$ cat src/rtl/imm_pkg.sv
// ----------------------------------------------------------------------------
// imm_pkg
// Shared definitions for the registered immediate-decode stage.
//   - IMM_* : 3-bit immediate format selectors driven by the control unit
//   - XLEN_NARROW / XLEN_WIDE and xlen_is_legal() : the two supported widths
//   - stage_state_e : occupancy state of the output/skid register pair
// ----------------------------------------------------------------------------
package imm_pkg;

   localparam logic [2:0] IMM_I    = 3'b000;
   localparam logic [2:0] IMM_S    = 3'b001;
   localparam logic [2:0] IMM_B    = 3'b010;
   localparam logic [2:0] IMM_U    = 3'b011;
   localparam logic [2:0] IMM_J    = 3'b100;
   localparam logic [2:0] IMM_Z    = 3'b101;
   localparam logic [2:0] IMM_SH   = 3'b110;
   localparam logic [2:0] IMM_NONE = 3'b111;

   localparam int XLEN_NARROW = 32;
   localparam int XLEN_WIDE   = 64;

   function automatic bit xlen_is_legal(input int xlen);
      return (xlen == XLEN_NARROW) || (xlen == XLEN_WIDE);
   endfunction

   // ST_EMPTY: nothing held; ST_ONE: output register full;
   // ST_FULL: output and skid registers both full (skid build only).
   typedef enum logic [1:0] {
      ST_EMPTY = 2'b00,
      ST_ONE   = 2'b01,
      ST_FULL  = 2'b10
   } stage_state_e;

endpackage : imm_pkg

$ cat src/rtl/imm_extract.sv
// ----------------------------------------------------------------------------
// imm_extract
// Purely combinational immediate extractor.
//   inst     in  32    instruction word (opcode bits [6:0] are not used)
//   imm_type in  3     format selector (IMM_* from imm_pkg)
//   imm      out XLEN  decoded immediate
//   err      out 1     shift amount does not fit a 32-bit datapath
// Every format is first built at 64 bits and then truncated to XLEN, so the
// U format is sign-extended at XLEN=64 and naturally exact at XLEN=32.
// ----------------------------------------------------------------------------
module imm_extract
   import imm_pkg::*;
#(
   parameter int XLEN = 64
) (
   input  logic [31:0]     inst,
   input  logic [2:0]      imm_type,
   output logic [XLEN-1:0] imm,
   output logic            err
);

   logic        sign;
   logic [63:0] wide;
   logic        unused_opcode;

   assign sign          = inst[31];
   assign unused_opcode = ^inst[6:0];

   always_comb begin
      // NOTE: every output of a combinational block gets a default first so
      // that no path through the case leaves it unassigned (no latch).
      wide = '0;
      err  = 1'b0;
      case (imm_type)
         IMM_I:  wide = {{52{sign}}, inst[31:20]};
         IMM_S:  wide = {{52{sign}}, inst[31:25], inst[11:7]};
         IMM_B:  wide = {{51{sign}}, inst[31], inst[7], inst[30:25], inst[11:8], 1'b0};
         IMM_U:  wide = {{32{sign}}, inst[31:12], 12'b0};
         IMM_J:  wide = {{43{sign}}, inst[31], inst[19:12], inst[20], inst[30:21], 1'b0};
         IMM_Z:  wide = {59'b0, inst[19:15]};
         IMM_SH: begin
            if (XLEN == XLEN_WIDE) begin
               wide = {58'b0, inst[25:20]};
            end else begin
               wide = {59'b0, inst[24:20]};
               // shamt[5] set is only meaningful on a 64-bit datapath
               err  = inst[25];
            end
         end
         default: wide = '0;  // IMM_NONE
      endcase
   end

   assign imm = wide[XLEN-1:0];

endmodule : imm_extract

$ cat src/rtl/imm_decode_stage.sv
// ----------------------------------------------------------------------------
// imm_decode_stage
// Registered immediate-decode stage between fetch/decode and register read.
// The immediate is decoded on the input side and registered, giving one cycle
// of latency. A valid/ready handshake lets decode stall without losing
// instructions; SKID=1 adds a second entry so inReady can be a flop output.
//   clk        in   1      rising-edge clock
//   rstN       in   1      asynchronous active-low reset
//   flush      in   1      synchronous flush, discards all held entries
//   inValid    in   1      upstream holds a valid instruction
//   inReady    out  1      stage can accept this cycle
//   inInst     in   32     instruction word
//   inImmType  in   3      format selector
//   inTag      in   TAG_W  sideband tag
//   outValid   out  1      outImm/outTag/outErr are valid
//   outReady   in   1      downstream accepts this cycle
//   outImm     out  XLEN   decoded immediate
//   outTag     out  TAG_W  tag of the entry on outImm
//   outErr     out  1      illegal shift amount for XLEN=32
// ----------------------------------------------------------------------------
module imm_decode_stage
   import imm_pkg::*;
#(
   parameter int XLEN  = 64,
   parameter int TAG_W = 8,
   parameter int SKID  = 1
) (
   input  logic             clk,
   input  logic             rstN,
   input  logic             flush,
   input  logic             inValid,
   output logic             inReady,
   input  logic [31:0]      inInst,
   input  logic [2:0]       inImmType,
   input  logic [TAG_W-1:0] inTag,
   output logic             outValid,
   input  logic             outReady,
   output logic [XLEN-1:0]  outImm,
   output logic [TAG_W-1:0] outTag,
   output logic             outErr
);

   generate
      if (!xlen_is_legal(XLEN)) begin : g_bad_xlen
         $error("imm_decode_stage: XLEN must be 32 or 64");
      end
   endgenerate

   // ------------------------------------------------------------------
   // Input-side decode
   // ------------------------------------------------------------------
   logic [XLEN-1:0] dec_imm;
   logic            dec_err;

   imm_extract #(.XLEN(XLEN)) u_extract (
      .inst     (inInst),
      .imm_type (inImmType),
      .imm      (dec_imm),
      .err      (dec_err)
   );

   // ------------------------------------------------------------------
   // Occupancy FSM
   // ------------------------------------------------------------------
   stage_state_e state_q, state_d;
   logic         in_xfer, out_xfer;
   logic         load_out_from_in, load_out_from_skid, load_skid;

   assign outValid = (state_q != ST_EMPTY);
   assign in_xfer  = inValid & inReady;
   assign out_xfer = outValid & outReady;

   always_ff @(posedge clk or negedge rstN) begin
      // NOTE: sequential state is updated with non-blocking assignments so
      // every flop samples the pre-edge values of the others.
      if (!rstN) state_q <= ST_EMPTY;
      else       state_q <= state_d;
   end

   always_comb begin
      state_d            = state_q;
      load_out_from_in   = 1'b0;
      load_out_from_skid = 1'b0;
      load_skid          = 1'b0;
      if (flush) begin
         // flush wins over any transfer; the offered input is dropped
         state_d = ST_EMPTY;
      end else begin
         case (state_q)
            ST_EMPTY: begin
               if (in_xfer) begin
                  load_out_from_in = 1'b1;
                  state_d          = ST_ONE;
               end
            end
            ST_ONE: begin
               if (in_xfer && out_xfer) begin
                  // new entry bypasses the skid straight into the output
                  load_out_from_in = 1'b1;
               end else if (in_xfer) begin
                  // only reachable with SKID=1: no-skid inReady needs outReady
                  load_skid = 1'b1;
                  state_d   = ST_FULL;
               end else if (out_xfer) begin
                  state_d = ST_EMPTY;
               end
            end
            ST_FULL: begin
               if (out_xfer) begin
                  load_out_from_skid = 1'b1;
                  state_d            = ST_ONE;
               end
            end
            default: state_d = ST_EMPTY;
         endcase
      end
   end

   // ------------------------------------------------------------------
   // inReady: flop output with a skid, combinational without
   // ------------------------------------------------------------------
   generate
      if (SKID != 0) begin : g_skid_ready
         logic in_ready_q;
         always_ff @(posedge clk or negedge rstN) begin
            if (!rstN) in_ready_q <= 1'b1;
            else       in_ready_q <= (state_d != ST_FULL);
         end
         assign inReady = in_ready_q;
      end else begin : g_comb_ready
         assign inReady = ~outValid | outReady;
      end
   endgenerate

   // ------------------------------------------------------------------
   // Datapath registers
   // ------------------------------------------------------------------
   logic [XLEN-1:0]  skid_imm;
   logic [TAG_W-1:0] skid_tag;
   logic             skid_err;

   // NOTE: the skid payload has no reset; it is only ever read while the
   // FSM says it is full, so clearing it would buy nothing.
   always_ff @(posedge clk) begin
      if (load_skid) begin
         skid_imm <= dec_imm;
         skid_tag <= inTag;
         skid_err <= dec_err;
      end
   end

   // Output payload is cleared on reset but otherwise only changes on a load,
   // which keeps it stable while the stage is stalled.
   always_ff @(posedge clk or negedge rstN) begin
      if (!rstN) begin
         outImm <= '0;
         outTag <= '0;
         outErr <= 1'b0;
      end else if (load_out_from_in) begin
         outImm <= dec_imm;
         outTag <= inTag;
         outErr <= dec_err;
      end else if (load_out_from_skid) begin
         outImm <= skid_imm;
         outTag <= skid_tag;
         outErr <= skid_err;
      end
   end

endmodule : imm_decode_stage
$ cat config.mk
export PLATFORM = sky130hd
export DESIGN_NAME = imm_decode_stage
export DESIGN_NICKNAME = d
export VERILOG_FILES = /design/src/rtl/imm_pkg.sv /design/src/rtl/imm_extract.sv /design/src/rtl/imm_decode_stage.sv
export SDC_FILE = /design/constraint.sdc
export NUM_CORES = 1
export LEC_CHECK = 0
export BUFFER_PORTS_ARGS = -buffer_cell sky130_fd_sc_hd__buf_2
export CELL_PAD_IN_SITES_DETAIL_PLACEMENT = 1
export CELL_PAD_IN_SITES_GLOBAL_PLACEMENT = 1
export CORE_ASPECT_RATIO = 0.6
export CORE_MARGIN = 1
export CORE_UTILIZATION = 43
export DETAILED_ROUTE_END_ITERATION = 12
export HOLD_SLACK_MARGIN = 0.08
export MAX_ROUTING_LAYER = met4
export PLACE_DENSITY = 0.95
export SETUP_SLACK_MARGIN = 0.02
export SLEW_MARGIN = 25
export SYNTH_ARGS = -nofsm -noshare
export SYNTH_HDL_FRONTEND = slang
export SYNTH_SLANG_ARGS = --single-unit
$ cat constraint.sdc
create_clock -name clk -period 7.1 [get_ports clk]
set_input_delay 0.71 -clock clk [delete_from_list [all_inputs] [get_ports clk]]
set_output_delay 0.71 -clock clk [all_outputs]
set_load 0.03 [all_outputs]
======== Yosys cells after proc, flatten, opt, wreduce, memory -nomap -nowiden ========
Index checks and enable logic that the tools add are counted.
storage, ports and cells
  register bits ........................... 148
  latch bits .............................. 0
  bits in writable memories ............... 0
  ROM bits ................................ 0
  bits of input ports ..................... 48
  output and inout bits ................... 75
  word-level logic and storage cells ...... 47
  memories ................................ 0
cells by class
  add/sub/neg operators ................... 0
  multiply operators ...................... 0
  divide/modulo/power cells ............... 0
  $lt $le $gt $ge ......................... 0
  equality and inequality tests ........... 9
  shift-type cells ........................ 0
  multiplexer cells ....................... 24
  bitwise logic cells ..................... 2
  reduce and logical (&&, ||, !) cells .... 5
operator list
  cell                                                 count
  case mux 64 bit (7 select lines)                     1
  two-way mux 64 bit                                   2
  two-way mux 8 bit                                    2
  two-way mux 2 bit                                    6
  two-way mux 1 bit                                    11
  equality test 3 bit, second input constant           3
  equality test 3 x 2 -> 1 bit, second input constant  2
  case mux 2 bit (3 select lines)                      1
  nonzero test 2 bit                                   2
  equality test 3 x 1 -> 1 bit, second input constant  1
  logical NOT 3 bit                                    1
  bitwise AND 1 bit                                    2
  equality test 2 x 1 -> 1 bit, second input constant  1
  equality test 2 bit, second input constant           1
  logical NOT 2 bit                                    1
  inequality test 2 bit, second input constant         1
  case mux 1 bit (2 select lines)                      1
  logical AND 1 bit                                    1

======== Depth between registers and ports, before layout ========
  depth in word-level cells ............... 8
  mapped depth ............................ 7
  depth with buffers taken out ............ 4

======== Modules after synthesis ========
A second synthesis with hierarchy kept.
unflattened totals
  cell total of the unflattened synthesis .. 530
  area, all modules ....................... 6258.5 µm²
modules (own cells, without submodules)
  module            instances  cells each  area an instance (µm²)  sequential area each (µm²)
  imm_decode_stage  1          409         5425.2                  4095.2
  imm_extract       1          121         833.3                   0.0

======== Worst setup path after synthesis ========
OpenSTA, ideal clock, no wires.
  path kind ............................... in2reg
  start point ............................. input port flush
  end point ............................... register skid_imm[0], enable pin
  library setup time ...................... 492 ps
  arrival ................................. 3896 ps
  setup slack ............................. 2712 ps
  cell stages on the path ................. 4
  path buffers ............................ 1
  cell sequence ........................... buf_6 nor2_1 nand2_1 nor3_1
on the way
  word-level cells in the longest chain between the ends .. 1
RTL lines
  item                  line                     RTL
  from (decl)           imm_decode_stage.sv:30   input logic flush,
  two-way mux 1 bit     imm_decode_stage.sv:85   if (flush) begin
  net load_skid         imm_decode_stage.sv:67   logic load_out_from_in, load_out_from_skid, load_skid;
  to (signal assigned)  imm_decode_stage.sv:146  skid_imm <= dec_imm;
  to (decl)             imm_decode_stage.sv:138  logic [XLEN-1:0] skid_imm;
The timed path passes the listed nets, and every way through them passes these cells.
A chain may end at the register's enable or synchronous reset.

======== Worst setup path in the final report ========
  start point ............................. register state_q[1]
  end point ............................... register outImm[14]
on the way
  word-level cells in the longest chain between the ends .. 7
RTL lines
  item                                                             line                     RTL
  from (decl)                                                      imm_decode_stage.sv:65   stage_state_e state_q, state_d;
  from (signal assigned)                                           imm_decode_stage.sv:77   else state_q <= state_d;
  nonzero test 2 bit                                               imm_decode_stage.sv:69   assign outValid = (state_q != ST_EMPTY);
  bitwise AND 1 bit                                                imm_decode_stage.sv:71   assign out_xfer = outValid & outReady;
  logical AND 1 bit                                                imm_decode_stage.sv:97   if (in_xfer && out_xfer) begin
  two-way mux 1 bit                                                imm_decode_stage.sv:97
  case mux 1 bit (2 select lines)                                  imm_decode_stage.sv:89   case (state_q)
  two-way mux 1 bit                                                imm_decode_stage.sv:85
  two-way mux 64 bit / nonzero test 2 bit (equally long branches)  --
  to (signal assigned)                                             imm_decode_stage.sv:160  outImm <= dec_imm;
  to (signal assigned)                                             imm_decode_stage.sv:164  outImm <= skid_imm;
  to (decl)                                                        imm_decode_stage.sv:38   output logic [XLEN-1:0] outImm,
Several ways; a longest one is shown, not always the timed one.

==> out/metrics.csv <==
stage,metric,value,unit
outcome,status,"complete, no violations",
cts,latest clock arrival within the worst-skew pair,0.34,ns
cts,total clock buffers created by CTS,9,
floorplan,standard-cell row count,27,
cts,H-Tree Depth,3,
routing,DR iter-0 viols,191,
synth,adder-cell share of the synthesized area,0.262,%
routing,WL met2,5440,um
placed_design,Setup WS pre-CTS,4.59,ns
placed_design,DP Area,4620,um^2
critical_path,Critical Setup Path Class,reg2reg,
floorplan,die width,131,um
synth,post-synthesis compound-gate area fraction,11.9,%
sta,fin crit share,32.4,%
power,net switching power,0.507,mW
hold_path,HP Class,in2async,
sta,Achievable Freq,435,MHz
cts,Post-CTS Resized,0,
critical_path,worst r2r dst,outImm[14]$_DFFE_PN0P_,
synth,sequential-to-total area share from yosys stat,53.1,%
critical_path,R2R Path Start,state_q[1]$_DFF_PN0_,
job,Max-Cap Viols,0,
global_route,largest net degree at the start of global routing,62,
sta,RSZ-0062 raised after global routing,no,
sta,Final Hold Fails,0,
critical_path,Setup crit end,outImm[14]$_DFFE_PN0P_,
synth,top-count cell post-synth,dfrtp_1,
global_route,Overall Global Routing Usage,23.3,%
critical_path,"setup slack, reg-to-reg",4.80,ns
routing,Post-DRT Antenna Nets,0,
cts,clk buf depth,2,
synth,simple-gate area share of the yosys netlist,14.7,%
critical_path,Crit. End Element,register,
routing,drt pass-1 iters,4,
routing,drt total wl,10900,um
routing,DRT met1 WL,4810,um
routing,met3 WL,539,um
synth,syn avg cell area,11.2,um^2
floorplan,die area,10400,um^2
placed_design,GPL Wtd Cong,0.789,
sta,fin crit period,2.30,ns
power,Max VDD drop,0.000155,V
power,Reg power frac,39.6,%
synth,Yosys reg bits,83,
critical_path,critical path required time,7.33,ns
floorplan,Die Ht,79.4,um
synth,post-synthesis mux area share,9.27,%
synth,Post-Syn Nets,430,
power,P_int,0.981,mW
cts,clk sinks,83,
sta,Final WS setup,4.80,ns
synth,Post-synth top flop,dfrtp_1,
synth,Synth Warn #,0,
sta,Final setup viols,0,
sta,Slew HR,38.8,%
synth,"EDFF count, synth",40,
global_route,total gr overflow,0,
routing,vias post-DR,3134,
sta,Setup TNS Final,0,ns
power,Pwr Density,301,nW/um^2
sta,Final Slew Violations,0,
critical_path,Setup crit start kind,register,
routing,highest metal used,met4,
cells_and_area,final instance area,4950,um^2
routing,WL/cell,18.6,um
cells_and_area,Area Overhead vs Synth,15.2,%
synth,synth top area cells,"edfxtp_1 28%, dfrtp_1 24%, mux2i_1 7.7%",
floorplan,IO Pins,123,
synth,main combinational cell family by area after synthesis,simple AND/OR/NAND/NOR gates,
synth,"FFs w/ async S/R, synth",51.8,%
placed_design,DPL Wire Length,6990,um
power,combinational cell fraction of total power,26.1,%
power,Final Total Pwr,1.49,mW
sta,Slew @ Worst Pin,0.918,ns
routing,Vias/cell,5.37,
power,leakage,2.19,nW
power,Clock Power Share,34.3,%
synth,Cells after Synth,382,
synth,synth cell count leaders,"42 x dfrtp_1, 40 x edfxtp_1, 36 x buf_4",
critical_path,"Arr. time, crit path",2.52,ns
critical_path,"Max FO, Critical Path",45,
critical_path,r2r worst-path depth,4,
sta,Clock Skew,0.00499,ns
cells_and_area,Nets,496,
floorplan,initial core utilization,45.6,%
cts,clock root buffer,clkbuf_16,
cts,post-CTS setup buffers,0,
routing,drc violations,0,
placed_design,Port Buffer Count,114,
power,switch share,34.1,%
cts,post-cts hold buffer count,0,
synth,Synth cell types,43,
synth,Post-Syn Area,4290,um^2
cts,CTS tree,done,
global_route,initial antenna violation count,1,
global_route,vias in the first global route,3336,
cells_and_area,layout cell share with drive strength beyond 1,34.7,%
synth,post-synth top area share,28.0,%
cts,clock slew at reported path FFs,0.07,ns
global_route,first-pass GRT wire length,17300,um
synth,Post-Synth XOR/XNOR Area,0.204,%
synth,cell taking the most area after synthesis,edfxtp_1,
critical_path,crit path from,state_q[1]$_DFF_PN0_,
floorplan,core area,9430,um^2
==> area by class of cell <==
class / count / area (um^2)
fillers: 1030 / 4480
flip-flops and latches: 83 / 2280
clock inverters: 7 / 100
diodes: 1 / 2.50
clock buffers: 9 / 225
multi-input cells: 233 / 1570
inverters: 5 / 18.8
repair buffers: 116 / 588
well taps: 130 / 163
==> power by group through the flow <==
stage,Combinational (mW),Sequential (mW),Clock (mW)
floorplan,0.225,0.682,0
global placement,0.376,0.593,0
detailed placement,0.389,0.597,0
CTS,0.392,0.590,0.520
global route,0.414,0.596,0.539
finish,0.388,0.589,0.511
==> flip-flops by register name, indices dropped and copies added, names as in the netlist <==
name	count
outImm	32
skid_imm	32
outTag	8
inReady	1
skid_tag	8
state_q	2
==> per-stage QoR <==
stage,cells,hold WS [ns],utilization [%]
2_1_floorplan,382,0.414,-
3_3_place_gp,567,0.460,49.0
3_5_place_dp,567,0.466,49.0
4_1_cts,583,0.473,52.4
5_1_grt,584,0.427,52.5
6_report,584,0.381,52.5
==> layout by cell type (no fill, tap or decap), types with 2 or more instances in the layout <==
master / Yosys / layout
buf_2: 12 / 113
dfrtp_1: 42 / 42
edfxtp_1: 40 / 40
nand2_1: 35 / 35
mux2i_1: 33 / 33
a21oi_1: 32 / 32
o21ai_0: 32 / 32
and3_1: 11 / 11
or2_2: 9 / 9
clkbuf_16: 0 / 9
nand3b_1: 8 / 8
nor3b_1: 7 / 7
nand3_1: 7 / 7
nor2_1: 7 / 7
and3b_1: 5 / 5
nor2b_1: 5 / 5
inv_1: 5 / 5
a221o_1: 5 / 5
a211oi_1: 4 / 4
o21bai_1: 4 / 4
a22oi_1: 4 / 4
mux2_4: 3 / 3
buf_4: 36 / 3
nand2b_1: 2 / 2
o21a_1: 2 / 2
and2_1: 2 / 2
mux2_2: 2 / 2
clkinv_4: 0 / 2
bufinv_16: 0 / 2
inv_6: 0 / 2
==> metal layers <==
layer / vias to the layer above / track usage (%)
met5: - / -
met4: 0 / 5.75
met3: 7 / 6.37
met2: 83 / 38.9
met1: 1585 / 27.9
li1: 1459 / -
==> critical path, cell delays in order, from the launching register on <==
cell and delay, ns:
dfrtp_1 0.57, nand3b_4 0.17, nor2_8 0.69, mux2_2 0.43, mux2_4 0.28
==> worst min path at each step <==
stage / start / to / slack (ns) / cells past startpoint
global placement: skid_tag[4]$_DFFE_PP_ / outTag[4]$_DFFE_PN0P_ / 0.46 / 2
detailed placement: skid_imm[62]$_DFFE_PP_ / outImm[62]$_DFFE_PN0P_ / 0.47 / 2
floorplan: rstN / outImm[0]$_DFFE_PN0P_ / 0.41 / 0
CTS: skid_imm[62]$_DFFE_PP_ / outImm[62]$_DFFE_PN0P_ / 0.47 / 2
global route: rstN / outTag[1]$_DFFE_PN0P_ / 0.43 / 1
finish: rstN / outImm[27]$_DFFE_PN0P_ / 0.38 / 1
==> logic make-up (layout without fill, tap and decap cells) <==
kind of cell / Yosys count / count (layout)
AOI/OAI and AO/OA: 87 / 87
xor gates and xnor gates: 1 / 1
adders and majority gates: 1 / 1
buffers and inverters: 66 / 137
DFF: 83 / 83
muxes: 38 / 38
other: 1 / 2
and+or+nand+nor: 105 / 105
(Power assumes the default switching activity.)
